--- src/rtl/rs232_cmd_parser_pkg.sv ---
// rtl/rs232_cmd_parser_pkg.sv - shared FSM states, ASCII constants and hex decode for the command parser
package rs232_cmd_parser_pkg;

    typedef enum logic [2:0] {
        IDLE  = 3'd0,
        ADDR  = 3'd1,
        DATA  = 3'd2,
        ISSUE = 3'd3,
        ERR   = 3'd4
    } cmd_state_t;

    localparam logic [7:0] CH_CR = 8'h0D;
    localparam logic [7:0] CH_LF = 8'h0A;
    localparam logic [7:0] CH_SP = 8'h20;

    // Returns {valid, nibble}; letters A-F/a-f share low nibble 1..6, hence the +9.
    function automatic logic [4:0] hex2nib(input logic [7:0] c);
        if (c >= 8'h30 && c <= 8'h39)
            return {1'b1, c[3:0]};
        else if ((c >= 8'h41 && c <= 8'h46) || (c >= 8'h61 && c <= 8'h66))
            return {1'b1, c[3:0] + 4'd9};
        else
            return 5'd0;
    endfunction

endpackage

--- src/rtl/rs232_cmd_parser_if.sv ---
// rtl/rs232_cmd_parser_if.sv - byte-in / command-out bundle for the parser; echo signals under RS232_CMD_ECHO_EN
interface rs232_cmd_parser_if #(
    parameter int ADDR_W = 8,
    parameter int DATA_W = 32
);
    logic              rx_val;
    logic [7:0]        rx_bits;
    logic              rx_error;
    logic              cmd_val;
    logic              cmd_ready;
    logic              cmd_we;
    logic [ADDR_W-1:0] cmd_addr;
    logic [DATA_W-1:0] cmd_data;
    logic              parse_err;
    logic              overrun;
    logic              ovr_clr;
`ifdef RS232_CMD_ECHO_EN
    logic              echo_val;
    logic [7:0]        echo_bits;
`endif

    modport master (
        output rx_val, rx_bits, rx_error, cmd_ready, ovr_clr,
        input  cmd_val, cmd_we, cmd_addr, cmd_data, parse_err, overrun
`ifdef RS232_CMD_ECHO_EN
        , input echo_val, echo_bits
`endif
    );

    modport slave (
        input  rx_val, rx_bits, rx_error, cmd_ready, ovr_clr,
        output cmd_val, cmd_we, cmd_addr, cmd_data, parse_err, overrun
`ifdef RS232_CMD_ECHO_EN
        , output echo_val, echo_bits
`endif
    );

endinterface

--- src/rtl/rs232_cmd_parser_hex_acc.sv ---
// rtl/rs232_cmd_parser_hex_acc.sv - rs232_hex_acc: MSB-first hex digit accumulator with digit count and full flag
module rs232_hex_acc #(
    parameter int  W  = 8,
    localparam int CW = $clog2(W/4 + 1)
) (
    input  logic          clk,
    input  logic          rst_n,
    input  logic          i_clr,
    input  logic          i_shift,
    input  logic [3:0]    i_nib,
    output logic [W-1:0]  o_value,
    output logic [CW-1:0] o_count,
    output logic          o_ovf
);
    logic [W-1:0]  r_value;
    logic [CW-1:0] r_count;

    // o_ovf means one more digit would not fit; the parser rejects it rather than wrapping.
    assign o_ovf   = (r_count == CW'(W/4));
    assign o_value = r_value;
    assign o_count = r_count;

    always_ff @(posedge clk or negedge rst_n) begin
        if (!rst_n) begin
            r_value <= '0;
            r_count <= '0;
        end else if (i_clr) begin
            r_value <= '0;
            r_count <= '0;
        end else if (i_shift && !o_ovf) begin
            r_value <= (r_value << 4) | W'(i_nib);
            r_count <= r_count + 1'b1;
        end
    end

endmodule

--- src/rtl/rs232_cmd_parser.sv ---
// rtl/rs232_cmd_parser.sv - ASCII hex R/W line parser feeding a valid/ready command port; echo under RS232_CMD_ECHO_EN
module rs232_cmd_parser #(
    parameter int ADDR_W = 8,
    parameter int DATA_W = 32
) (
    input  logic              clk,
    input  logic              rst,
    rs232_cmd_parser_if.slave bus
);
    import rs232_cmd_parser_pkg::*;

    localparam int ACW = $clog2(ADDR_W/4 + 1);
    localparam int DCW = $clog2(DATA_W/4 + 1);

    cmd_state_t        r_state, w_next;
    logic              r_cmd_val, r_cmd_we, r_parse_err, r_overrun;
    logic              w_clr, w_addr_shift, w_data_shift, w_we_load, w_we_val;
    logic              w_err, w_ovr_set, w_idle_eval;
    logic [4:0]        w_hex;
    logic              w_is_term, w_is_sp;
    logic [ADDR_W-1:0] w_addr_val;
    logic [DATA_W-1:0] w_data_val;
    logic [ACW-1:0]    w_addr_cnt;
    logic [DCW-1:0]    w_data_cnt;
    logic              w_addr_ovf, w_data_ovf;

    assign w_hex     = hex2nib(bus.rx_bits);
    assign w_is_term = (bus.rx_bits == CH_CR) || (bus.rx_bits == CH_LF);
    assign w_is_sp   = (bus.rx_bits == CH_SP);

    rs232_hex_acc #(.W(ADDR_W)) u_addr_acc (
        .clk(clk), .rst_n(rst), .i_clr(w_clr), .i_shift(w_addr_shift), .i_nib(w_hex[3:0]),
        .o_value(w_addr_val), .o_count(w_addr_cnt), .o_ovf(w_addr_ovf)
    );

    rs232_hex_acc #(.W(DATA_W)) u_data_acc (
        .clk(clk), .rst_n(rst), .i_clr(w_clr), .i_shift(w_data_shift), .i_nib(w_hex[3:0]),
        .o_value(w_data_val), .o_count(w_data_cnt), .o_ovf(w_data_ovf)
    );

    always_ff @(posedge clk or negedge rst) begin
        if (!rst) begin
            r_state     <= IDLE;
            r_cmd_val   <= 1'b0;
            r_cmd_we    <= 1'b0;
            r_parse_err <= 1'b0;
            r_overrun   <= 1'b0;
        end else begin
            r_state     <= w_next;
            r_cmd_val   <= (w_next == ISSUE);
            r_parse_err <= w_err;
            if (w_we_load)
                r_cmd_we <= w_we_val;
            if (w_ovr_set)
                r_overrun <= 1'b1;
            else if (bus.ovr_clr)
                r_overrun <= 1'b0;
        end
    end

    always_comb begin
        w_next       = r_state;
        w_clr        = 1'b0;
        w_addr_shift = 1'b0;
        w_data_shift = 1'b0;
        w_we_load    = 1'b0;
        w_we_val     = 1'b0;
        w_err        = 1'b0;
        w_ovr_set    = 1'b0;
        w_idle_eval  = 1'b0;
        if (bus.rx_error && r_state != ISSUE) begin
            w_next = ERR;
            w_err  = 1'b1;
        end else begin
            case (r_state)
                IDLE: w_idle_eval = bus.rx_val;
                ADDR: if (bus.rx_val) begin
                    if (w_hex[4] && !w_addr_ovf)
                        w_addr_shift = 1'b1;
                    else if (w_is_sp && |w_addr_cnt && r_cmd_we)
                        w_next = DATA;
                    else if (w_is_term && |w_addr_cnt && !r_cmd_we)
                        w_next = ISSUE;
                    else begin
                        w_next = ERR;
                        w_err  = 1'b1;
                    end
                end
                DATA: if (bus.rx_val) begin
                    if (w_hex[4] && !w_data_ovf)
                        w_data_shift = 1'b1;
                    else if (w_is_term && |w_data_cnt)
                        w_next = ISSUE;
                    else begin
                        w_next = ERR;
                        w_err  = 1'b1;
                    end
                end
                // A byte in the handshake cycle is parsed as the start of the next line.
                ISSUE: begin
                    w_ovr_set = bus.rx_error || (bus.rx_val && !bus.cmd_ready);
                    if (bus.cmd_ready) begin
                        w_next      = IDLE;
                        w_idle_eval = bus.rx_val && !bus.rx_error;
                    end
                end
                ERR: if (bus.rx_val && w_is_term) w_next = IDLE;
                default: w_next = IDLE;
            endcase
            if (w_idle_eval) begin
                if (bus.rx_bits == "W" || bus.rx_bits == "w" ||
                    bus.rx_bits == "R" || bus.rx_bits == "r") begin
                    w_next    = ADDR;
                    w_clr     = 1'b1;
                    w_we_load = 1'b1;
                    w_we_val  = (bus.rx_bits == "W" || bus.rx_bits == "w");
                end else if (!(w_is_term || w_is_sp)) begin
                    w_next = ERR;
                    w_err  = 1'b1;
                end
            end
        end
    end

    assign bus.cmd_val   = r_cmd_val;
    assign bus.cmd_we    = r_cmd_we;
    assign bus.cmd_addr  = w_addr_val;
    assign bus.cmd_data  = w_data_val;
    assign bus.parse_err = r_parse_err;
    assign bus.overrun   = r_overrun;

`ifdef RS232_CMD_ECHO_EN
    logic       w_accept;
    logic       r_echo_val, r_lf_pend, r_hold_val;
    logic [7:0] r_echo_bits, r_hold_bits;

    assign w_accept = bus.rx_val && !bus.rx_error && !(r_state == ISSUE && !bus.cmd_ready);

    // The LF inserted after CR takes one slot; a byte colliding with it waits in r_hold.
    always_ff @(posedge clk or negedge rst) begin
        if (!rst) begin
            r_echo_val  <= 1'b0;
            r_echo_bits <= 8'h00;
            r_lf_pend   <= 1'b0;
            r_hold_val  <= 1'b0;
            r_hold_bits <= 8'h00;
        end else if (r_lf_pend) begin
            r_echo_val  <= 1'b1;
            r_echo_bits <= CH_LF;
            r_lf_pend   <= 1'b0;
            if (w_accept) begin
                r_hold_val  <= 1'b1;
                r_hold_bits <= bus.rx_bits;
            end
        end else if (r_hold_val) begin
            r_echo_val  <= 1'b1;
            r_echo_bits <= r_hold_bits;
            r_lf_pend   <= (r_hold_bits == CH_CR);
            r_hold_val  <= w_accept;
            if (w_accept)
                r_hold_bits <= bus.rx_bits;
        end else if (w_accept) begin
            r_echo_val  <= 1'b1;
            r_echo_bits <= bus.rx_bits;
            r_lf_pend   <= (bus.rx_bits == CH_CR);
        end else begin
            r_echo_val  <= 1'b0;
        end
    end

    assign bus.echo_val  = r_echo_val;
    assign bus.echo_bits = r_echo_bits;
`endif

endmodule
--- src/flat_wrapper.sv ---
// flat-port wrapper written by rule: the top's interface ports become plain ports
module rs232_cmd_parser_flat import rs232_cmd_parser_pkg::*;
#(
    parameter int ADDR_W = 8,
    parameter int DATA_W = 32
)
  (clk, rst, bus_rx_val, bus_rx_bits, bus_rx_error, bus_cmd_ready, bus_ovr_clr, bus_cmd_val, bus_cmd_we, bus_cmd_addr, bus_cmd_data, bus_parse_err, bus_overrun);
  rs232_cmd_parser_if #(.ADDR_W(ADDR_W), .DATA_W(DATA_W)) bus_i ();
  input  logic clk;
  input  logic rst;
  input wire logic [$bits(bus_i.rx_val)-1:0] bus_rx_val;
  input wire logic [$bits(bus_i.rx_bits)-1:0] bus_rx_bits;
  input wire logic [$bits(bus_i.rx_error)-1:0] bus_rx_error;
  input wire logic [$bits(bus_i.cmd_ready)-1:0] bus_cmd_ready;
  input wire logic [$bits(bus_i.ovr_clr)-1:0] bus_ovr_clr;
  output wire logic [$bits(bus_i.cmd_val)-1:0] bus_cmd_val;
  output wire logic [$bits(bus_i.cmd_we)-1:0] bus_cmd_we;
  output wire logic [$bits(bus_i.cmd_addr)-1:0] bus_cmd_addr;
  output wire logic [$bits(bus_i.cmd_data)-1:0] bus_cmd_data;
  output wire logic [$bits(bus_i.parse_err)-1:0] bus_parse_err;
  output wire logic [$bits(bus_i.overrun)-1:0] bus_overrun;
  assign bus_i.rx_val = bus_rx_val;
  assign bus_i.rx_bits = bus_rx_bits;
  assign bus_i.rx_error = bus_rx_error;
  assign bus_i.cmd_ready = bus_cmd_ready;
  assign bus_i.ovr_clr = bus_ovr_clr;
  assign bus_cmd_val = bus_i.cmd_val;
  assign bus_cmd_we = bus_i.cmd_we;
  assign bus_cmd_addr = bus_i.cmd_addr;
  assign bus_cmd_data = bus_i.cmd_data;
  assign bus_parse_err = bus_i.parse_err;
  assign bus_overrun = bus_i.overrun;
  rs232_cmd_parser #(.ADDR_W(ADDR_W), .DATA_W(DATA_W)) u_core (.clk(clk), .rst(rst), .bus(bus_i));
endmodule
--- config.mk ---
export PLATFORM = sky130hd
export DESIGN_NAME = rs232_cmd_parser_flat
export DESIGN_NICKNAME = d
export VERILOG_FILES = /design/src/rtl/rs232_cmd_parser_pkg.sv /design/src/rtl/rs232_cmd_parser_if.sv /design/src/rtl/rs232_cmd_parser_hex_acc.sv /design/src/rtl/rs232_cmd_parser.sv /design/src/flat_wrapper.sv
export SDC_FILE = /design/constraint.sdc
export NUM_CORES = 1
export LEC_CHECK = 0
export ABC_CLOCK_PERIOD_IN_PS = 2800
export CAP_MARGIN = 30
export CORE_MARGIN = 2
export CORE_UTILIZATION = 52
export CTS_CLUSTER_SIZE = 10
export DETAILED_ROUTE_END_ITERATION = 16
export PLACE_DENSITY = 0.79
export SLEW_MARGIN = 10
export SYNTH_ARGS = -nofsm -noshare
export SYNTH_HDL_FRONTEND = slang
export SYNTH_HIERARCHICAL = 1
export SYNTH_SLANG_ARGS = --single-unit
--- constraint.sdc ---
create_clock -name clk -period 2.8 [get_ports clk]
set_clock_uncertainty 0.05 [all_clocks]
set_input_delay 0.56 -clock clk [delete_from_list [all_inputs] [get_ports clk]]
set_output_delay 0.56 -clock clk [all_outputs]
set_load 0.005 [all_outputs]
Yosys cells after proc, flatten, opt, wreduce, memory -nomap -nowiden
Index checks and enable logic that the tools add are counted.
{"block": "totals", "out_inout_bits": 44, "reg_bits": 53, "inputBits": 14}
{"block": "classes", "order_cmp": 6, "bitwise": 2, "add_sub_neg": 3, "eq_ne": 15, "n_mux": 57, "reduce_logical": 34}
{"op": "two-way mux 32 bit", "count": 2}
{"op": "two-way mux 3 bit", "count": 13}
{"op": "equality test 8 x 7 -> 1 bit, second input constant", "count": 4}
{"op": "bitwise OR 32 x 4 -> 32 bit", "count": 1}
{"op": "two-way mux 1 bit", "count": 31}
{"op": "equality test 8 x 4 -> 1 bit, second input constant", "count": 2}
{"op": "greater-or-equal comparator 8 x 7 -> 1 bit, second input constant", "count": 2}
{"op": "less-or-equal comparator 8 x 7 -> 1 bit, second input constant", "count": 2}
{"op": "logical AND 1 bit", "count": 16}
{"op": "two-way mux 8 bit", "count": 2}
{"op": "one-hot mux 3 bit (5 select lines)", "count": 1}
{"op": "two-way mux 5 bit", "count": 2}
{"op": "equality test 3 x 2 -> 1 bit, second input constant", "count": 3}
{"op": "equality test 8 x 6 -> 1 bit, second input constant", "count": 1}
{"op": "greater-or-equal comparator 8 x 6 -> 1 bit, second input constant", "count": 1}
{"op": "less-or-equal comparator 8 x 6 -> 1 bit, second input constant", "count": 1}
{"op": "two-way mux 4 bit", "count": 2}
{"op": "bitwise OR 8 x 4 -> 8 bit", "count": 1}
{"op": "logical OR 1 bit", "count": 7}
{"op": "nonzero test 2 bit", "count": 3}
{"op": "logical NOT 1 bit", "count": 5}
{"op": "adder 4 x 1 -> 4 bit, second input constant", "count": 1}
{"op": "adder 4 bit, second input constant", "count": 1}
{"op": "equality test 4 bit, second input constant", "count": 1}
{"op": "other kinds (10)", "count": 12}

Longest topological paths before layout
{"block": "logic_depth", "ltp_word": 14, "depth_mapped": 11, "mapped_depth_nobuf": 9}

Modules after synthesis
The synthesis kept the hierarchy.
{"module": "rs232_hex_acc (u_core.u_data_acc)", "area_each_um2": 1641.6, "instances": 1, "cells_each": 134, "seq_area_each_um2": 900.9}
{"module": "rs232_cmd_parser", "area_each_um2": 775.7, "instances": 1, "cells_each": 88, "seq_area_each_um2": 175.2}
{"module": "rs232_hex_acc (u_core.u_addr_acc)", "area_each_um2": 501.7, "instances": 1, "cells_each": 41, "seq_area_each_um2": 250.2}

Worst setup path after synthesis
Ideal clock, no wire load.
{"block": "synth_path", "path_type": "in2reg", "from": "input port bus_rx_bits[3]", "to": "register u_core.u_addr_acc.r_count[0] (netlist: u_core/u_addr_acc/o_count[0])", "t_arrival_ns": 2.269, "setup_ns": 0.125, "required_ns": 2.625, "path_buffers": 1, "stages": 7, "setup_slack_ns": 0.356, "cell_sequence": "or4b_4 nor4_1 nor2_1 nor2_1 nor2b_4 buf_6 mux2_4"}
{"block": "synth_between", "elab_chain_len": 12, "word_cells_on_any_way": 30}
{"item": "start: declaration", "line": "flat_wrapper.sv:12", "source": "input wire logic [$bits(bus_i.rx_bits)-1:0] bus_rx_bits;"}
{"item": "greater-or-equal comparator 8 x 7 -> 1 bit / less-or-equal comparator 8 x 7 -> 1 bit (equally long branches)", "line": "rs232_cmd_parser_pkg.sv:20", "source": "else if ((c >= 8'h41 && c <= 8'h46) || (c >= 8'h61 && c <= 8'h66))"}
{"item": "logical AND 1 bit", "line": "rs232_cmd_parser_pkg.sv:20"}
{"item": "logical OR 1 bit", "line": "rs232_cmd_parser_pkg.sv:20"}
{"item": "two-way mux 5 bit", "line": "rs232_cmd_parser_pkg.sv:20"}
{"item": "two-way mux 5 bit (*)", "line": "rs232_cmd_parser_pkg.sv:18", "source": "if (c >= 8'h30 && c <= 8'h39)"}
{"item": "logical AND 1 bit (*)", "line": "rs232_cmd_parser.sv:78", "source": "if (w_hex[4] && !w_addr_ovf)"}
{"item": "two-way mux 1 bit (*)", "line": "rs232_cmd_parser.sv:78"}
{"item": "two-way mux 1 bit (*)", "line": "rs232_cmd_parser.sv:77", "source": "ADDR: if (bus.rx_val) begin"}
{"item": "two-way mux 1 bit (*)", "line": "rs232_cmd_parser.sv:75", "source": "case (r_state)"}
{"item": "two-way mux 1 bit (*)", "line": "rs232_cmd_parser.sv:71", "source": "if (bus.rx_error && r_state != ISSUE) begin"}
{"item": "named net u_core.w_addr_shift", "line": "rs232_cmd_parser.sv:17", "source": "logic w_clr, w_addr_shift, w_data_shift, w_we_load, w_we_val;"}
{"item": "logical AND 1 bit (*)", "line": "rs232_cmd_parser_hex_acc.sv:30", "source": "end else if (i_shift && !o_ovf) begin"}
{"item": "nonzero test 2 bit (no source line) (*)"}
{"item": "end signal: assignment", "line": "rs232_cmd_parser_hex_acc.sv:32", "source": "r_count <= r_count + 1'b1;"}
{"item": "end: declaration", "line": "rs232_cmd_parser_hex_acc.sv:16", "source": "logic [CW-1:0] r_count;"}
Mark *: on every way through the listed nets, which the timed path passes. The rest lies on a longest branch.
A chain may end at the register's enable or synchronous reset.

Worst setup path after layout
{"block": "layout_path", "from": "input port bus_rx_bits[1]", "to": "register u_core.u_addr_acc.r_value[5] (netlist: u_core/u_addr_acc/o_value[5])"}
{"block": "layout_between", "elab_chain_len": 12, "word_cells_on_any_way": 30}
{"item": "greater-or-equal comparator 8 x 7 -> 1 bit / less-or-equal comparator 8 x 7 -> 1 bit (equally long branches)", "line": "rs232_cmd_parser_pkg.sv:20"}
{"item": "logical AND 1 bit", "line": "rs232_cmd_parser_pkg.sv:20"}
{"item": "logical OR 1 bit", "line": "rs232_cmd_parser_pkg.sv:20"}
{"item": "two-way mux 5 bit", "line": "rs232_cmd_parser_pkg.sv:20"}
{"item": "two-way mux 5 bit (*)", "line": "rs232_cmd_parser_pkg.sv:18"}
{"item": "logical AND 1 bit (*)", "line": "rs232_cmd_parser.sv:78"}
{"item": "two-way mux 1 bit (*)", "line": "rs232_cmd_parser.sv:78"}
{"item": "two-way mux 1 bit (*)", "line": "rs232_cmd_parser.sv:77"}
{"item": "two-way mux 1 bit (*)", "line": "rs232_cmd_parser.sv:75"}
{"item": "two-way mux 1 bit (*)", "line": "rs232_cmd_parser.sv:71"}
{"item": "named net u_core.w_addr_shift", "line": "rs232_cmd_parser.sv:17"}
{"item": "logical AND 1 bit (*)", "line": "rs232_cmd_parser_hex_acc.sv:30"}
{"item": "nonzero test 2 bit (no source line) (*)"}
{"item": "end signal: assignment", "line": "rs232_cmd_parser_hex_acc.sv:31", "source": "r_value <= (r_value << 4) | W'(i_nib);"}
{"item": "end: declaration", "line": "rs232_cmd_parser_hex_acc.sv:15", "source": "logic [W-1:0] r_value;"}
Marks and branches as above.

==> impl_metrics.json <==
{
  "combPwrFrac_pct": 7.0,
  "r2r_slack_ps": 500,
  "place_ws_ps": -222,
  "netlist_area_um2": 2920,
  "num_vias": 2344,
  "synth_ff_type": "dfrtp_1",
  "async_flop_share_pct": 100,
  "synth_compound_area_share_pct": 10.8,
  "switching_share_pct": 22.1,
  "grt_pass1_vias": 2340,
  "gp_congestion": 0.843,
  "hold_class": "primary input to async pin",
  "worst_pin_slew_ps": 732,
  "core-area_um2": 5470,
  "grt_pass1_wl_um": 11100,
  "synth_top_family_by_area": "simple AND/OR/NAND/NOR gates",
  "die_y_um": 78.9,
  "seq_power_share_pct": 55.2,
  "numCtsBuffers": 5,
  "fmaxAchievable_mhz": 375,
  "synthesis.nets": 284,
  "min_period_over_period_pct": 95.2,
  "synth_fa_ha_area_share_pct": 3.00,
  "p_int_uw": 1080,
  "synth_cells": 263,
  "slew-limit-headroom_pct": 50.7,
  "crit_path_end": "u_core/u_addr_acc/o_value[5]$_DFFE_PN0P_",
  "cts.sinks": 53,
  "wl_met1_um": 2990,
  "dr_wl_met3_um": 226,
  "rr_startpoint": "u_core/u_addr_acc/o_count[0]$_DFFE_PN0P_",
  "status": "finished clean",
  "clkLatencyLatePin_ps": 300,
  "fin_crit_ps": 2660,
  "p_leak_uw": 0.00171,
  "area_growth_syn_to_layout_pct": 35.5,
  "yosys_warnings": 6,
  "grt_overflow_total": 0,
  "setup_tns_ps": 0,
  "wl_um": 6540,
  "seq_area_frac_synth_pct": 45.4,
  "clockRootBuffer": "clkbuf_8",
  "p_sw_uw": 307,
  "ys_ff_latch": 53,
  "drive_gt1_share_pct": 18.8,
  "io_buffers": 57,
  "ys_types": 57,
  "maxCapViolCount": 0,
  "die_w_um": 78.9,
  "nNetsFinal": 372,
  "muxShareOfSynthArea_pct": 13.1,
  "synthSimpleGateAreaFrac_pct": 23.1,
  "highest_layer": "met4",
  "setup_viol_count_final": 0,
  "synth_edf_count": 0,
  "ir_drop_uv": 213,
  "rows": 27,
  "initial_core_util_pct": 53.3,
  "synth_area_leaders": "dfrtp_1 45%, mux2i_1 11%, nand2b_1 9.2%",
  "path_clk_slew_ps": 100,
  "critPathLaunchType": "primary input",
  "critical_path_class": "primary input to flop",
  "maxSlewViolCount": 0,
  "synth_top_area_share_pct": 45.4,
  "end_kind": "flop",
  "drt_iter0_drc": 211,
  "synth_xor_area_share_pct": 0.300,
  "netlist_top_cells_count": "53 x dfrtp_1, 43 x nand2b_1, 33 x mux2i_1",
  "syn_area_per_cell_um2": 11.1,
  "routed_via_density": 5.53,
  "antenna_found_initial": 0,
  "cts_setup_buffers": 0,
  "htreeDepth": 2,
  "io_pins": 58,
  "dr.pass1.iters": 7,
  "rsz0062_at_grt": "false",
  "hold_violations": 0,
  "drc": 0,
  "synth_top_area_cell": "dfrtp_1",
  "crit_start": "bus_rx_bits[1]",
  "grtUsageTotal_pct": 22.3,
  "clock_path_buffers": 2,
  "clkPwrFrac_pct": 37.8,
  "cts_tree": "yes",
  "cp.arrival_ps": 2850,
  "reg2reg_to": "u_core/u_addr_acc/o_value[5]$_DFFE_PN0P_",
  "ant_nets": 0,
  "synth_most_common_cell": "dfrtp_1",
  "power.density_nw_per_um2": 351,
  "cp_max_fo": 8,
  "worstPathRequired_ps": 2980,
  "worst_slack_ps": 135,
  "ctsHoldBuffers": 0,
  "r2r_cells": 8,
  "grt_max_degree": 28,
  "wl_met2_um": 3250,
  "die_area_um2": 6230,
  "dpl.hpwl_um": 4800,
  "cts_resized": 0,
  "diodes": 0,
  "drt-wirelength-per-cell_um": 15.4
}
[per-stage QoR]
step                      total power (µW)  std cells  hold slack, ps  util [%]  cell area [µm²]
after floorplan                        807        263             214         -             2920
after global placement                 876        415             468      69.8             3820
after detailed placement               877        415             478      69.8             3820
after CTS                             1400        423             195      71.8             3930
after global routing                  1440        424             216      72.3             3960
final                                 1390        424             190      72.3             3960
[power by group through the flow]
stage / Combinational, µW / Clock (µW) / Sequential [µW]
after CTS: 96.0 / 533 / 766
final: 97.2 / 525 / 766
after global placement: 94.6 / 0 / 781
after floorplan: 25.3 / 0 / 782
after global routing: 106 / 566 / 767
after detailed placement: 95.6 / 0 / 782
[critical path, cell delays in order]
cell             delay [ps]
clkdlybuf4s50_1         430
inv_1                    90
ha_1                    190
buf_4                   130
o21bai_1                100
buf_4                   150
a211oi_2                250
nor2_1                  100
nor2_1                  220
nor2b_4                 240
buf_4                   200
mux2i_1                 200
[per-layer routing]
layer  up-vias  global-route usage, %
met5         -                      0
met1      1168                   30.8
li1       1118                      -
met3         7                   3.98
met4         0                   5.34
met2        51                   36.8
[layout by cell type (no fill, tap or decap), drive strengths merged, types with 6 or more instances in the layout]
cell type / count
nand2b: 43
ha: 7
dfrtp: 53
mux2i: 33
nor2: 9
a21oi: 9
buf: 36
clkdlybuf4s50: 56
o21ai: 12
inv: 12
nand4b: 6
nand2: 9
[layout make-up]
cell class	instances	area, µm²
Sequential cell	53	1330
Timing Repair Buffer	92	891
Multi-Input combinational cell	188	1490
Tap cell	72	90.1
Clock buffer	5	68.8
Inverter	11	41.3
Clock inverter	3	43.8
Fill cell	410	1520
[logic make-up after synthesis]
logic type / Yosys count
and+or+nand+nor: 100
DFF: 53
AOI/OAI and AO/OA: 42
muxes: 37
buffers and inverters: 23
adders and majority gates: 7
xor gates and xnor gates: 1
[flip-flops by register name, summed over array words and instances, names as in the netlist]
register	cells
u_core/bus.cmd_we	1
u_core/u_data_acc/o_count	4
u_core/bus.cmd_val	1
u_core/u_data_acc/o_value	32
u_core/bus.parse_err	1
u_core/bus.overrun	1
u_core/u_addr_acc/o_value	8
u_core/r_state	3
u_core/u_addr_acc/o_count	2
[worst min-delay path by stage]
stage / startpoint / to / slack (ps) / depth (start not counted)
floorplan: rst / u_core/bus.cmd_val$_DFF_PN0_ / 210 / 0
global placement: u_core/bus.overrun$_DFFE_PN0P_ / u_core/bus.overrun$_DFFE_PN0P_ / 470 / 2
detailed placement: u_core/bus.overrun$_DFFE_PN0P_ / u_core/bus.overrun$_DFFE_PN0P_ / 480 / 2
CTS: rst / u_core/u_data_acc/o_value[7]$_DFFE_PN0P_ / 200 / 1
global route: rst / u_core/u_data_acc/o_value[15]$_DFFE_PN0P_ / 220 / 1
finish: rst / u_core/bus.overrun$_DFFE_PN0P_ / 190 / 1
Power figures use the tool's default switching activity.
